$ cat config.mk
export PLATFORM = sky130hd
export DESIGN_NAME = qdr_multiport_arbiter_flat
export DESIGN_NICKNAME = d
export VERILOG_FILES = /design/src/rtl/qdr_multiport_arbiter_if.sv /design/src/rtl/qdr_multiport_arbiter.sv /design/src/flat_wrapper.sv
export SDC_FILE = /design/constraint.sdc
export NUM_CORES = 1
export LEC_CHECK = 0
export CORE_AREA = 2 2 159 161
export DETAILED_ROUTE_END_ITERATION = 10
export DIE_AREA = 0 0 161 163
export PLACE_DENSITY = 0.73
export SETUP_SLACK_MARGIN = 0.4
export SYNTH_ARGS = -nofsm -noshare
export SYNTH_HDL_FRONTEND = slang
export SYNTH_SLANG_ARGS = --single-unit
$ cat constraint.sdc
create_clock -name clk0 -period 4.2 [get_ports clk0]
set_clock_uncertainty 0.05 [all_clocks]
set_input_delay 0.63 -clock clk0 [delete_from_list [all_inputs] [get_ports clk0]]
set_output_delay 0.63 -clock clk0 [all_outputs]
set_load 0.02 [all_outputs]
$ cat src/rtl/qdr_multiport_arbiter_if.sv
// Client-side request/return bus and controller-side user bus of the QDR port arbiter.
// No latency of its own; it only bundles signals.
// Backpressure: none here. Clients hold strobes until p_ack, and read issue is gated by rd_outstanding.
interface qdr_multiport_arbiter_if #(
    parameter int NUM_PORTS  = 4,
    parameter int ADDR_WIDTH = 22,
    parameter int DATA_WIDTH = 36,
    parameter int BE_WIDTH   = 4,
    parameter int TAG_DEPTH  = 16
) ();
    localparam int CW = $clog2(TAG_DEPTH + 1);

    logic                            phy_rdy;
    logic [NUM_PORTS*ADDR_WIDTH-1:0] p_addr;
    logic [NUM_PORTS-1:0]            p_wr_strb;
    logic [NUM_PORTS*DATA_WIDTH-1:0] p_wr_data;
    logic [NUM_PORTS*BE_WIDTH-1:0]   p_wr_be;
    logic [NUM_PORTS-1:0]            p_rd_strb;
    logic [NUM_PORTS-1:0]            p_ack;
    logic [DATA_WIDTH-1:0]           p_rd_data;
    logic [NUM_PORTS-1:0]            p_rd_dvld;
    logic [ADDR_WIDTH-1:0]           usr_addr;
    logic                            usr_wr_strb;
    logic [DATA_WIDTH-1:0]           usr_wr_data;
    logic [BE_WIDTH-1:0]             usr_wr_be;
    logic                            usr_rd_strb;
    logic [DATA_WIDTH-1:0]           usr_rd_data;
    logic                            usr_rd_dvld;
    logic [CW-1:0]                   rd_outstanding;
    logic                            tag_err;

    modport master (
        output phy_rdy, p_addr, p_wr_strb, p_wr_data, p_wr_be, p_rd_strb,
               usr_rd_data, usr_rd_dvld,
        input  p_ack, p_rd_data, p_rd_dvld, usr_addr, usr_wr_strb, usr_wr_data,
               usr_wr_be, usr_rd_strb, rd_outstanding, tag_err
    );

    modport slave (
        input  phy_rdy, p_addr, p_wr_strb, p_wr_data, p_wr_be, p_rd_strb,
               usr_rd_data, usr_rd_dvld,
        output p_ack, p_rd_data, p_rd_dvld, usr_addr, usr_wr_strb, usr_wr_data,
               usr_wr_be, usr_rd_strb, rd_outstanding, tag_err
    );
endinterface

$ cat src/rtl/qdr_multiport_arbiter.sv
// Round-robin share of one QDR controller user port among NUM_PORTS clients, with a tag FIFO that routes reads home.
// Latency: ack is combinational, the command is issued 1 cycle after the ack, and read data is returned 1 cycle after usr_rd_dvld.
// Backpressure: no grants while phy_rdy is low; reads are held off while TAG_DEPTH reads are outstanding.
module qdr_multiport_arbiter #(
    parameter int NUM_PORTS  = 4,
    parameter int ADDR_WIDTH = 22,
    parameter int DATA_WIDTH = 36,
    parameter int BE_WIDTH   = 4,
    parameter int TAG_DEPTH  = 16
) (
    input  logic                   clk0,
    input  logic                   reset_n,
    qdr_multiport_arbiter_if.slave bus
);
    localparam int PW = (NUM_PORTS > 1) ? $clog2(NUM_PORTS) : 1;
    localparam int TW = (TAG_DEPTH > 1) ? $clog2(TAG_DEPTH) : 1;
    localparam int CW = $clog2(TAG_DEPTH + 1);

    logic [NUM_PORTS-1:0]  elig;
    logic                  rd_room;
    logic                  gnt_vld;
    logic [PW-1:0]         gnt_idx;
    logic [PW-1:0]         cand;
    int                    cand_i;
    logic                  gnt_wr;
    logic                  push;
    logic                  pop;

    logic [PW-1:0]         ptr_q;
    logic                  usr_wr_strb_q;
    logic                  usr_rd_strb_q;
    logic [ADDR_WIDTH-1:0] usr_addr_q;
    logic [DATA_WIDTH-1:0] usr_wr_data_q;
    logic [BE_WIDTH-1:0]   usr_wr_be_q;
    logic [PW-1:0]         tag_mem_q [TAG_DEPTH];
    logic [TW-1:0]         wr_ptr_q;
    logic [TW-1:0]         rd_ptr_q;
    logic [CW-1:0]         cnt_q;
    logic [CW-1:0]         cnt_d;
    logic [NUM_PORTS-1:0]  p_rd_dvld_q;
    logic [DATA_WIDTH-1:0] p_rd_data_q;
    logic                  tag_err_q;

    assign rd_room = (cnt_q < CW'(TAG_DEPTH));

    // A held read never blocks a write from the same port; the write always goes first.
    always_comb begin
        elig = '0;
        for (int i = 0; i < NUM_PORTS; i++) begin
            elig[i] = bus.p_wr_strb[i] || (bus.p_rd_strb[i] && rd_room);
        end
        if (!bus.phy_rdy || !reset_n) begin
            elig = '0;
        end
    end

    always_comb begin
        gnt_vld = 1'b0;
        gnt_idx = '0;
        cand_i  = 0;
        cand    = '0;
        for (int k = 1; k <= NUM_PORTS; k++) begin
            cand_i = int'(ptr_q) + k;
            if (cand_i >= NUM_PORTS) begin
                cand_i = cand_i - NUM_PORTS;
            end
            cand = PW'(cand_i);
            if (!gnt_vld && elig[cand]) begin
                gnt_vld = 1'b1;
                gnt_idx = cand;
            end
        end
    end

    assign gnt_wr = bus.p_wr_strb[gnt_idx];
    assign push   = gnt_vld && !gnt_wr;
    assign pop    = bus.usr_rd_dvld && (cnt_q != '0);

    always_comb begin
        cnt_d = cnt_q;
        if (push && !pop) begin
            cnt_d = cnt_q + CW'(1);
        end else if (pop && !push) begin
            cnt_d = cnt_q - CW'(1);
        end
    end

    always_ff @(posedge clk0 or negedge reset_n) begin
        if (!reset_n) begin
            ptr_q         <= PW'(NUM_PORTS - 1);
            usr_wr_strb_q <= 1'b0;
            usr_rd_strb_q <= 1'b0;
            usr_addr_q    <= '0;
            usr_wr_data_q <= '0;
            usr_wr_be_q   <= '0;
        end else begin
            usr_wr_strb_q <= gnt_vld && gnt_wr;
            usr_rd_strb_q <= push;
            if (gnt_vld) begin
                ptr_q      <= gnt_idx;
                usr_addr_q <= bus.p_addr[gnt_idx*ADDR_WIDTH +: ADDR_WIDTH];
                if (gnt_wr) begin
                    usr_wr_data_q <= bus.p_wr_data[gnt_idx*DATA_WIDTH +: DATA_WIDTH];
                    usr_wr_be_q   <= bus.p_wr_be[gnt_idx*BE_WIDTH +: BE_WIDTH];
                end
            end
        end
    end

    // Returns arrive in issue order, so the FIFO head always names the owner.
    always_ff @(posedge clk0 or negedge reset_n) begin
        if (!reset_n) begin
            for (int j = 0; j < TAG_DEPTH; j++) begin
                tag_mem_q[j] <= '0;
            end
            wr_ptr_q    <= '0;
            rd_ptr_q    <= '0;
            cnt_q       <= '0;
            p_rd_dvld_q <= '0;
            p_rd_data_q <= '0;
            tag_err_q   <= 1'b0;
        end else begin
            cnt_q       <= cnt_d;
            p_rd_dvld_q <= '0;
            if (push) begin
                tag_mem_q[wr_ptr_q] <= gnt_idx;
                wr_ptr_q            <= wr_ptr_q + TW'(1);
            end
            if (pop) begin
                rd_ptr_q    <= rd_ptr_q + TW'(1);
                p_rd_dvld_q <= NUM_PORTS'(1) << tag_mem_q[rd_ptr_q];
                p_rd_data_q <= bus.usr_rd_data;
            end
            if (bus.usr_rd_dvld && (cnt_q == '0)) begin
                tag_err_q <= 1'b1;
            end
        end
    end

    assign bus.p_ack          = gnt_vld ? (NUM_PORTS'(1) << gnt_idx) : '0;
    assign bus.usr_wr_strb    = usr_wr_strb_q;
    assign bus.usr_rd_strb    = usr_rd_strb_q;
    assign bus.usr_addr       = usr_addr_q;
    assign bus.usr_wr_data    = usr_wr_data_q;
    assign bus.usr_wr_be      = usr_wr_be_q;
    assign bus.p_rd_dvld      = p_rd_dvld_q;
    assign bus.p_rd_data      = p_rd_data_q;
    assign bus.rd_outstanding = cnt_q;
    assign bus.tag_err        = tag_err_q;
endmodule

$ cat src/flat_wrapper.sv
// flat-port wrapper written by rule: the top's interface ports become plain ports
module qdr_multiport_arbiter_flat 
#(
    parameter int NUM_PORTS  = 4,
    parameter int ADDR_WIDTH = 22,
    parameter int DATA_WIDTH = 36,
    parameter int BE_WIDTH   = 4,
    parameter int TAG_DEPTH  = 16
)
  (clk0, reset_n, bus_phy_rdy, bus_p_addr, bus_p_wr_strb, bus_p_wr_data, bus_p_wr_be, bus_p_rd_strb, bus_usr_rd_data, bus_usr_rd_dvld, bus_p_ack, bus_p_rd_data, bus_p_rd_dvld, bus_usr_addr, bus_usr_wr_strb, bus_usr_wr_data, bus_usr_wr_be, bus_usr_rd_strb, bus_rd_outstanding, bus_tag_err);
  qdr_multiport_arbiter_if #(.NUM_PORTS(NUM_PORTS), .ADDR_WIDTH(ADDR_WIDTH), .DATA_WIDTH(DATA_WIDTH), .BE_WIDTH(BE_WIDTH), .TAG_DEPTH(TAG_DEPTH)) bus_i ();
  input  logic clk0;
  input  logic reset_n;
  input wire logic [$bits(bus_i.phy_rdy)-1:0] bus_phy_rdy;
  input wire logic [$bits(bus_i.p_addr)-1:0] bus_p_addr;
  input wire logic [$bits(bus_i.p_wr_strb)-1:0] bus_p_wr_strb;
  input wire logic [$bits(bus_i.p_wr_data)-1:0] bus_p_wr_data;
  input wire logic [$bits(bus_i.p_wr_be)-1:0] bus_p_wr_be;
  input wire logic [$bits(bus_i.p_rd_strb)-1:0] bus_p_rd_strb;
  input wire logic [$bits(bus_i.usr_rd_data)-1:0] bus_usr_rd_data;
  input wire logic [$bits(bus_i.usr_rd_dvld)-1:0] bus_usr_rd_dvld;
  output wire logic [$bits(bus_i.p_ack)-1:0] bus_p_ack;
  output wire logic [$bits(bus_i.p_rd_data)-1:0] bus_p_rd_data;
  output wire logic [$bits(bus_i.p_rd_dvld)-1:0] bus_p_rd_dvld;
  output wire logic [$bits(bus_i.usr_addr)-1:0] bus_usr_addr;
  output wire logic [$bits(bus_i.usr_wr_strb)-1:0] bus_usr_wr_strb;
  output wire logic [$bits(bus_i.usr_wr_data)-1:0] bus_usr_wr_data;
  output wire logic [$bits(bus_i.usr_wr_be)-1:0] bus_usr_wr_be;
  output wire logic [$bits(bus_i.usr_rd_strb)-1:0] bus_usr_rd_strb;
  output wire logic [$bits(bus_i.rd_outstanding)-1:0] bus_rd_outstanding;
  output wire logic [$bits(bus_i.tag_err)-1:0] bus_tag_err;
  assign bus_i.phy_rdy = bus_phy_rdy;
  assign bus_i.p_addr = bus_p_addr;
  assign bus_i.p_wr_strb = bus_p_wr_strb;
  assign bus_i.p_wr_data = bus_p_wr_data;
  assign bus_i.p_wr_be = bus_p_wr_be;
  assign bus_i.p_rd_strb = bus_p_rd_strb;
  assign bus_i.usr_rd_data = bus_usr_rd_data;
  assign bus_i.usr_rd_dvld = bus_usr_rd_dvld;
  assign bus_p_ack = bus_i.p_ack;
  assign bus_p_rd_data = bus_i.p_rd_data;
  assign bus_p_rd_dvld = bus_i.p_rd_dvld;
  assign bus_usr_addr = bus_i.usr_addr;
  assign bus_usr_wr_strb = bus_i.usr_wr_strb;
  assign bus_usr_wr_data = bus_i.usr_wr_data;
  assign bus_usr_wr_be = bus_i.usr_wr_be;
  assign bus_usr_rd_strb = bus_i.usr_rd_strb;
  assign bus_rd_outstanding = bus_i.rd_outstanding;
  assign bus_tag_err = bus_i.tag_err;
  qdr_multiport_arbiter #(.NUM_PORTS(NUM_PORTS), .ADDR_WIDTH(ADDR_WIDTH), .DATA_WIDTH(DATA_WIDTH), .BE_WIDTH(BE_WIDTH), .TAG_DEPTH(TAG_DEPTH)) u_core (.clk0(clk0), .reset_n(reset_n), .bus(bus_i));
endmodule
-- Yosys cells after proc, flatten, opt, wreduce, memory -nomap -nowiden
Index checks and enable logic that the tools add are counted.
- register bits after elaboration: 152
- bits of input ports: 296
- output and inout port bits: 114
- logic and storage cells: 126
- $add $sub $neg: 12
- $mul: 2
- $lt $le $gt $ge: 13
- shift operators: 5
- muxes and demuxes: 33
- bitwise operators: 2
- reductions and logical operators: 31
- operators by type and width (operator ; number):
    $shiftx A144 B9 Y36 ; 1
    $shiftx A88 B8 Y22 ; 1
    $bwmux W32 ; 1
    $mux W2 ; 11
    $shiftx A16 B5 Y4 ; 1
    $lt A2 B3 Y1 const B ; 5
    $logic_and A1 B1 Y1 ; 14
    $mul A2 B4 Y6 const B ; 2
    $mux W4 ; 3
    $bmux W1 S2 ; 5
    $ge A5 B5 Y1 const B ; 2
    $mux W5 ; 2
    $not A4 Y5 ; 2
    $ge A3 B3 Y1 const B ; 3
    $mux W1 ; 9
    $add A4 B1 Y4 const B ; 2
    $bmux W2 S4 ; 1
    $demux W2 S4 ; 1
    $logic_not A1 Y1 ; 8
    $shl A1 B2 Y4 const A ; 2
    $sub A2 B1 Y2 const B ; 4
    $add A2 B2 Y3 const B ; 2
    $add A5 B1 Y5 const B ; 1
    $logic_not A5 Y1 ; 1
    10 further kinds ; 14

-- Logic depth before layout (Yosys ltp)
Gate-level depths: netlist of run 1.
- depth after elaboration: 24
- mapped depth: 14
- mapped depth without buffers: 14

-- Worst setup path after synthesis of run 1
Ideal clock, no wire load.
- path kind: in2reg
- from: in bus_p_rd_strb[1]
- to: reg u_core.cnt_q[4], in the netlist u_core.bus.rd_outstanding[4]
- setup time: 125 ps
- arrival time: 3368 ps
- required time: 4025 ps
- setup slack: 657 ps
- stages on the path: 14
- path buffers: 0
- cell sequence: nor2b_1 -> o21ba_2 -> or4_4 -> o211ai_2 -> nand2_1 -> o21ai_2 -> ha_1 -> inv_1 -> fa_1 -> a21o_1 -> a21oi_1 -> xnor2_1 -> nor2_1 -> xnor2_1
- word-level cells in the longest chain between the ends: 22
- elaborated cells between the ends (all ways): 34
- classes of those cells: 20 x mux; 14 x reduce/logical
- RTL lines (item ; RTL line ; RTL):
    start, declared ; flat_wrapper.sv:19 ; input wire logic [$bits(bus_i.p_rd_strb)-1:0] bus_p_rd_strb;
    $logic_and A1 B1 Y1 (*) ; qdr_multiport_arbiter.sv:50 ; elig[i] = bus.p_wr_strb[i] || (bus.p_rd_strb[i] && rd_room);
    $logic_or A1 B1 Y1 (*) ; qdr_multiport_arbiter.sv:50 ;
    $mux W4 (*) ; qdr_multiport_arbiter.sv:52 ; if (!bus.phy_rdy || !reset_n) begin
    $bmux W1 S2 ; qdr_multiport_arbiter.sv:68 ; if (!gnt_vld && elig[cand]) begin
    $mux W1 (not written as such) ; qdr_multiport_arbiter.sv:68 ;
    $mux W1 ; qdr_multiport_arbiter.sv:68 ;
    $logic_not A1 Y1 ; qdr_multiport_arbiter.sv:68 ;
    $logic_and A1 B1 Y1 ; qdr_multiport_arbiter.sv:68 ;
    [7 not listed] ; n/a ;
    $bmux W1 S2 ; qdr_multiport_arbiter.sv:75 ; assign gnt_wr = bus.p_wr_strb[gnt_idx];
    $mux W1 (not written as such) ; qdr_multiport_arbiter.sv:75 ;
    $logic_not A1 Y1 ; qdr_multiport_arbiter.sv:76 ; assign push = gnt_vld && !gnt_wr;
    $logic_and A1 B1 Y1 (*) ; qdr_multiport_arbiter.sv:76 ;
    net u_core.push ; qdr_multiport_arbiter.sv:26 ; logic push;
    $logic_not A1 Y1 ; qdr_multiport_arbiter.sv:83 ; end else if (pop && !push) begin
    $logic_and A1 B1 Y1 ; qdr_multiport_arbiter.sv:83 ;
    $reduce_bool A2 Y1 (no line) ; n/a ;
    end signal, assigned ; qdr_multiport_arbiter.sv:123 ; cnt_q <= cnt_d;
    end, declared ; qdr_multiport_arbiter.sv:38 ; logic [CW-1:0] cnt_q;
The timed path passes the listed nets; every way through them passes the cells marked *. The select of a mux whose other input is x is not followed.
A chain may end at the register's enable or synchronous reset.

-- Worst setup path in the final report of run 1
- from: in bus_p_wr_strb[1]
- to: out bus_p_ack[0]
- word-level cells in the longest chain between the ends: 16
- elaborated cells between the ends (all ways): 26
- classes of those cells: 1 x shift; 18 x mux; 7 x reduce/logical
- RTL lines (item ; RTL line ; RTL):
    start, declared ; flat_wrapper.sv:16 ; input wire logic [$bits(bus_i.p_wr_strb)-1:0] bus_p_wr_strb;
    $logic_or A1 B1 Y1 (*) ; qdr_multiport_arbiter.sv:50 ;
    $mux W4 (*) ; qdr_multiport_arbiter.sv:52 ;
    $bmux W1 S2 ; qdr_multiport_arbiter.sv:68 ;
    $mux W1 (not written as such) ; qdr_multiport_arbiter.sv:68 ;
    $mux W1 ; qdr_multiport_arbiter.sv:68 ;
    $logic_not A1 Y1 ; qdr_multiport_arbiter.sv:68 ;
    $logic_and A1 B1 Y1 ; qdr_multiport_arbiter.sv:68 ;
    $mux W1 ; qdr_multiport_arbiter.sv:68 ;
    $logic_not A1 Y1 ; qdr_multiport_arbiter.sv:68 ;
    $logic_and A1 B1 Y1 ; qdr_multiport_arbiter.sv:68 ;
    $mux W1 ; qdr_multiport_arbiter.sv:68 ;
    $logic_not A1 Y1 ; qdr_multiport_arbiter.sv:68 ;
    $logic_and A1 B1 Y1 ; qdr_multiport_arbiter.sv:68 ;
    $mux W2 ; qdr_multiport_arbiter.sv:68 ;
    $shl A1 B2 Y4 ; qdr_multiport_arbiter.sv:140 ; assign bus.p_ack = gnt_vld ? (NUM_PORTS'(1) << gnt_idx) : '0;
    $mux W4 (*) ; qdr_multiport_arbiter.sv:140 ;
    end, declared ; flat_wrapper.sv:22 ; output wire logic [$bits(bus_i.p_ack)-1:0] bus_p_ack;
Every way passes the cells marked *; elsewhere a longest branch is shown, timed or not. The select of a mux whose other input is x is not followed.

==> results.yml, run 1 <==
placement:
  dp_hpwl_um: 20600
  gp_routability_congestion: 0.840
  portBuffers: 409
  pre_cts_slack_ns: 0.147
  postPlaceCellArea_mm2: 0.0130
floorplanning:
  initial_utilization: 0.346
  floorplan.die_area_mm2: 0.0262
  rows: 58
  chipWidth_um: 161
  die_height_um: 163
  core_mm2: 0.0247
  pin_count: 410
yosys:
  yosysUniqueCellTypes: 52
  async_flop_share: 1.00
  yosys.area.top_type_share: 0.440
  syn_area_mm2: 0.00853
  dominantRegCellSynth: "sky130_fd_sc_hd__dfrtp_1"
  synth_seq_area_share: 0.446
  netlist_instances: 779
  synth_edf_count: 0
  yosysWarnings: 0
  synth_top_area_cell: "sky130_fd_sc_hd__dfrtp_1"
  total_nets_after_synthesis: 1085
  post_synth.cell_area_avg_um2: 11.0
  ys_ff_latch: 152
  largest_cells_by_area_after_synthesis: "sky130_fd_sc_hd__dfrtp_1 44%, sky130_fd_sc_hd__mux2i_1 19%, sky130_fd_sc_hd__nand2_1 6.7%"
drt:
  route.detailed.vias_per_inst: 4.95
  detailedRoute.firstPassIterationCount: 5
  postRouteWirelength_um: 27700
  routed-via-count: 7507
  drt-initial-drc-count: 471
  detail_route.drc_violations: 0
  route.antenna.remaining_nets: 0
  wl_per_cell_um: 18.3
final_layout:
  antenna_cells: 0
  multiInputGateArea_mm2: 0.00450
  seqCellArea_mm2: 0.00381
  final_net_count: 1481
  syn_to_final_growth_pct: 60.0
  design_area_final_mm2: 0.0136
  finish.utilization: 0.553
  layout_common_cells: "407 x sky130_fd_sc_hd__clkdlybuf4s50_1, 164 x sky130_fd_sc_hd__mux2i_1, 152 x sky130_fd_sc_hd__nand2_1"
  layout_commonest_cell: "sky130_fd_sc_hd__clkdlybuf4s50_1"
  drive_above_1_share: 0.120
  fill_cells: 2168
setup_path:
  crit_path_max_fanout: 6
  cp_slowest_cell: "sky130_fd_sc_hd__clkdlybuf4s50_1"
  timing.setup.critical_path_class: "primary input to output pin"
  timing.critical_path.required_ns: 3.52
  critical_path.max_stage_delay_ns: 0.69
  crit_chain: "clkdlybuf4s50_1, buf_4, o21ai_0, o32ai_2, buf_4, o21ai_4, nand2_1, nor2_1, clkdlybuf4s50_1"
  timing.critical_path.from_type: "primary input"
  setup.worst_path.end_class: "output pin"
  path_buf_inv: 4
  critPathArrivalTime_ns: 3.05
  crit_family: "buffers and inverters"
sta:
  worst-slew-pin-transition_ns: 0.786
  fin_tns_setup_ns: 0
  fmax_mhz: 268
  hold_viol_final: 0
  time_the_final_worst_path_needs_with_i_o_delays_and_setup_ns: 3.73
  rsz0062_at_grt: "yes"
  timing.final.setup_violations: 0
  post-route-period-util: 0.888
  timing.max_slew.rel_slack: 0.476
  holdWs_ns: 0.348
  worst_slack_ns: 0.469
  final-max-slew-violation-count: 0
power:
  p_leak_nw: 6.30
  ir_worst_vdd_mv: 0.260
  power.density_cell_area_mw_per_mm2: 550
grt:
  grt_first_pass_wirelength_um: 42800
  gr-usage-all-layers: 0.209
  first_global_vias: 7564
  largest_net_degree_at_the_start_of_global_routing: 148
  grt_antenna_before_repair: 0
  grt_overflow: 0
clocking:
  tritoncts: "done"
  clk_root_buffer_cell: "sky130_fd_sc_hd__clkbuf_16"
  tritoncts.num_buffers: 17
  cts_post_setup_buffers_inserted: 0
  htreeDepth: 4
  clk_pin_slew_ns: 0.07
  worstSkewPairLatency_ns: 0.43
  cts_sinks: 152
  clockBufferDepth: 2
worst_hold_path:
  min_path_type: "primary input to async pin"
status:
  status: "finished, final reports clean"
job:
  maxCapViolCount: 0
[final timing paths]
path / start / to / slack [ns] / cells after the start
max: bus_p_wr_strb[1] / bus_p_ack[0] / 0.47 / 9
min: reset_n / u_core.tag_mem_q[0] / 0.35 / 2
max reg2reg: u_core.bus.rd_outstanding[4] / u_core.bus.rd_outstanding[4] / 0.67 / 14
min reg2reg: u_core.bus.tag_err / u_core.bus.tag_err / 0.41 / 1
max in group asynchronous: reset_n / u_core.bus.p_rd_data[9] / 3.17 / 2
min in group clk0: u_core.bus.tag_err / u_core.bus.tag_err / 0.41 / 1
[where the power goes]
part           switching [mW]  total, mW  internal (mW)
Clock                   0.669       1.62          0.951
Sequential              0.399       2.39           1.99
Combinational            1.70       3.50           1.80
Total                    2.77       7.51           4.74
[metrics by stage]
stage,instances,total power [mW]
global route,1518,7.92
floorplan,779,4.28
CTS,1518,7.57
finish,1518,7.51
detailed placement,1485,5.91
global placement,1485,5.86
[cells in the mapped netlist, types with 2 or more instances]
cell type,count
sky130_fd_sc_hd__a31oi_1,2
sky130_fd_sc_hd__mux2_4,14
sky130_fd_sc_hd__a41oi_1,3
sky130_fd_sc_hd__xnor2_1,9
sky130_fd_sc_hd__a21o_1,4
sky130_fd_sc_hd__clkbuf_1,25
sky130_fd_sc_hd__xor2_1,2
sky130_fd_sc_hd__buf_4,4
sky130_fd_sc_hd__nand4_1,3
sky130_fd_sc_hd__mux2i_1,164
sky130_fd_sc_hd__mux4_2,10
sky130_fd_sc_hd__buf_6,4
sky130_fd_sc_hd__nor4_1,2
sky130_fd_sc_hd__nand2_1,152
sky130_fd_sc_hd__dfrtp_1,150
sky130_fd_sc_hd__and2_1,2
sky130_fd_sc_hd__o211ai_2,2
sky130_fd_sc_hd__o21ba_2,2
sky130_fd_sc_hd__nand2b_1,3
sky130_fd_sc_hd__and3_1,3
sky130_fd_sc_hd__nand3_1,14
sky130_fd_sc_hd__nor3_1,2
sky130_fd_sc_hd__inv_1,6
sky130_fd_sc_hd__mux2_2,44
sky130_fd_sc_hd__o32ai_1,3
sky130_fd_sc_hd__o221ai_1,22
sky130_fd_sc_hd__nor2_1,16
sky130_fd_sc_hd__a21oi_1,20
sky130_fd_sc_hd__and3_4,2
sky130_fd_sc_hd__buf_2,18
sky130_fd_sc_hd__o21ai_0,38
sky130_fd_sc_hd__nand3_2,2
sky130_fd_sc_hd__ha_1,9
sky130_fd_sc_hd__nor2b_1,4
sky130_fd_sc_hd__dfstp_2,2
[repair_timing]
action | in CTS | in global routing
setup endpoints to repair | 0 | 4
hold buffers | 1 | 0
gates resized for setup | 0 | 3
endpoints found under the hold margin | 5 | 0
[state kept, by name, summed over array words and instances, names as in the netlist, 2 cells and up]
name                       count
u_core.bus.rd_outstanding      5
u_core.bus.p_rd_dvld           4
u_core.bus.p_rd_data          36
u_core.tag_mem_q              32
u_core.ptr_q                   2
u_core.rd_ptr_q                4
u_core.bus.usr_addr           22
u_core.bus.usr_wr_be           4
u_core.wr_ptr_q                4
u_core.bus.usr_wr_data        36
[kinds of logic after synthesis]
logic type               share of synthesized area
AO/OA/AOI/OAI                               0.0839
XOR/XNOR                                    0.0113
adder cells (fa/ha/maj)                     0.0155
buffers and inverters                       0.0330
flip-flops                                   0.446
multiplexers                                 0.302
AND/OR/NAND/NOR                              0.109
[layer usage]
layer | global-route usage | wire (µm) | vias up
met3 | 0.0583 | 1960 | 36
met2 | 0.367 | 13800 | 303
met1 | 0.253 | 11300 | 3582
li1 | - | - | 3586
met5 | 0 | 0 | -
met4 | 0.0584 | 595 | 0
[final cells by class]
cell class / instances / area share
inverters: 6 / 0.00165
clock inverters: 15 / 0.0139
flip-flops and latches: 152 / 0.279
repair buffers: 428 / 0.315
well taps: 330 / 0.0303
multi-input cells: 570 / 0.330
clock buffers: 17 / 0.0312
Note: power is estimated with default switching activity, not from simulation.
==> run 2, diff against run 1 <==
--- a/config.mk
+++ b/config.mk
@@ -5,10 +5,10 @@
 export SDC_FILE = /design/constraint.sdc
 export NUM_CORES = 1
 export LEC_CHECK = 0
-export CORE_AREA = 2 2 159 161
+export CORE_MARGIN = 8
+export CORE_UTILIZATION = 42
 export DETAILED_ROUTE_END_ITERATION = 10
-export DIE_AREA = 0 0 161 163
-export PLACE_DENSITY = 0.73
+export PLACE_DENSITY = 0.85
 export SETUP_SLACK_MARGIN = 0.4
 export SYNTH_ARGS = -nofsm -noshare
 export SYNTH_HDL_FRONTEND = slang
==> run 2 against run 1 <==
Compared with the run above: register-to-register slack about the same; hold slack worse by 0.035 ns; non-clock buffer count unchanged; clock power shrank 9%; critical path depth down 1; power fell by 2.0%; die area shrank 4.3%; sequential power hardly changed; final area decreased by 1.1%; routed wire length rose by 6.0%; setup slack better by 0.052 ns; count of clock-buffer cells in the layout stayed put.
==> results.yml, run 2 (synthesis results as in run 1) <==
status:
  status: "finished, final reports clean"
setup_path:
  crit_chain: "clkdlybuf4s50_1, nor2b_1, o21ba_2, nor4_1, buf_4, a21boi_4, nor2_1, clkdlybuf4s50_1"
  cp_slowest_cell: "sky130_fd_sc_hd__clkdlybuf4s50_1"
  regToRegEndpoint: "u_core.bus.rd_outstanding[4]"
  cell_count_of_the_worst_reg_to_reg_path: 14
  critPathArrivalTime_ns: 3.00
  setup.worst_path.end_class: "output pin"
  crit_path_max_fanout: 4
  crit-reg2reg-launch: "u_core.bus.rd_outstanding[4]"
  critical_path.max_stage_delay_ns: 0.63
  rrSetupSlack_ns: 0.68
  timing.critical_path.from_type: "primary input"
  timing.setup.critical_path_class: "primary input to output pin"
  critPathMostFrequentCell: "sky130_fd_sc_hd__clkdlybuf4s50_1"
  timing.critical_path.required_ns: 3.52
drt:
  wl_per_cell_um: 20.1
  route.antenna.remaining_nets: 0
  detailedRoute.firstPassIterationCount: 5
  drt-initial-drc-count: 447
  route.detailed.vias_per_inst: 5.17
  postRouteWirelength_um: 29400
  detail_route.drc_violations: 0
  routed-via-count: 7540
placement:
  portBuffers: 409
  post-place-cells: 1426
  dp_hpwl_um: 23100
  gp_routability_congestion: 0.860
  postPlaceCellArea_mm2: 0.0129
clocking:
  tritoncts.num_buffers: 17
  cts_post_setup_buffers_inserted: 0
  clockBufferDepth: 2
  worstSkewPairLatency_ns: 0.41
  tritoncts: "done"
  hold_buffers: 0
  htreeDepth: 4
  cts_sinks: 152
  clk_pin_slew_ns: 0.07
  clk_root_buffer_cell: "sky130_fd_sc_hd__clkbuf_16"
power:
  ir_worst_vdd_mv: 0.277
  post_layout_power_mw: 7.36
  p_leak_nw: 6.27
  power.density_cell_area_mw_per_mm2: 545
floorplanning:
  chipWidth_um: 159
  core_mm2: 0.0201
  initial_utilization: 0.424
  rows: 52
  pin_count: 410
  floorplan.die_area_mm2: 0.0251
  die_height_um: 159
grt:
  grt_overflow: 0
  grt.met2_usage: 0.404
  use_met3: 0.0725
  grt_first_pass_wirelength_um: 44000
  first_global_vias: 8031
  grt.busiest_layer: "met2"
  groute.layer.met1.usage: 0.243
  grt_antenna_before_repair: 1
  largest_net_degree_at_the_start_of_global_routing: 153
  gr-usage-all-layers: 0.228
worst_hold_path:
  min_path_type: "primary input to async pin"
final_layout:
  syn_to_final_growth_pct: 58.3
  final_net_count: 1481
  finish.cell_count_without_fillers: 1459
  design_area_final_mm2: 0.0135
  layout_common_cells: "407 x sky130_fd_sc_hd__clkdlybuf4s50_1, 164 x sky130_fd_sc_hd__mux2i_1, 151 x sky130_fd_sc_hd__nand2_1"
  finish.utilization: 0.672
  layout_commonest_cell: "sky130_fd_sc_hd__clkdlybuf4s50_1"
  drive_above_1_share: 0.122
sta:
  timing.max_slew.rel_slack: 0.456
  fmax_mhz: 272
  fin_tns_setup_ns: 0
  hold_viol_final: 0
  post-route-period-util: 0.876
  final-max-slew-violation-count: 0
  worst-slew-pin-transition_ns: 0.816
  rsz0062_at_grt: "no"
  time_the_final_worst_path_needs_with_i_o_delays_and_setup_ns: 3.68
  timing.final.setup_violations: 0
job:
  maxCapViolCount: 0
run 2: final cells by class:
cell class              instances  area, µm²
repair buffers                428       4280
multi-input cells             570       4490
well taps                     270        338
flip-flops and latches        152       3810
clock buffers                  17        425
fillers                      1550       6600
inverters                       6       22.5
clock inverters                15        141
diodes                          1       2.50
run 2: worst max path at each step:
stage | from | end | slack [ns] | depth (start not counted)
floorplan | bus_p_rd_strb[1] | u_core.bus.rd_outstanding[4] | 0.66 | 14
global placement | bus_p_rd_strb[1] | u_core.bus.rd_outstanding[4] | 0.16 | 15
detailed placement | bus_p_rd_strb[1] | u_core.bus.rd_outstanding[4] | 0.1 | 15
CTS | bus_p_rd_strb[1] | u_core.bus.rd_outstanding[4] | 0.52 | 15
global route | bus_p_rd_strb[1] | u_core.bus.rd_outstanding[4] | 0.39 | 15
finish | bus_p_rd_strb[1] | bus_p_ack[2] | 0.52 | 8
run 2: repair_timing:
action / 4_1_cts / 5_1_grt
setup endpoints to repair: 0 / 1
gates resized for setup: 0 / 4
endpoints found under the hold margin: 0 / 0
run 2: report_power, final:
group / internal [mW] / switching, mW
sequential: 1.99 / 0.399
combinational: 1.79 / 1.70
clock: 0.829 / 0.645
total: 4.61 / 2.75
run 2: metal layers:
metal | share of wire | wire length, µm
met1 | 0.36 | 10600
met2 | 0.51 | 14900
met3 | 0.088 | 2590
met4 | 0.042 | 1230
met5 | 0 | 0
run 2: worst max-delay path: cells and delay by family:
family          cells  cell delay, ns
compound gates      2            0.29
simple gates        3            0.80
buf+inv             3            1.27
run 2: metrics by stage:
step	setup WS (ns)	hold slack [ns]
finish	0.521	0.313
global route	0.390	0.406
CTS	0.522	0.392
detailed placement	0.0985	0.402
global placement	0.158	0.392
floorplan	0.657	0.284
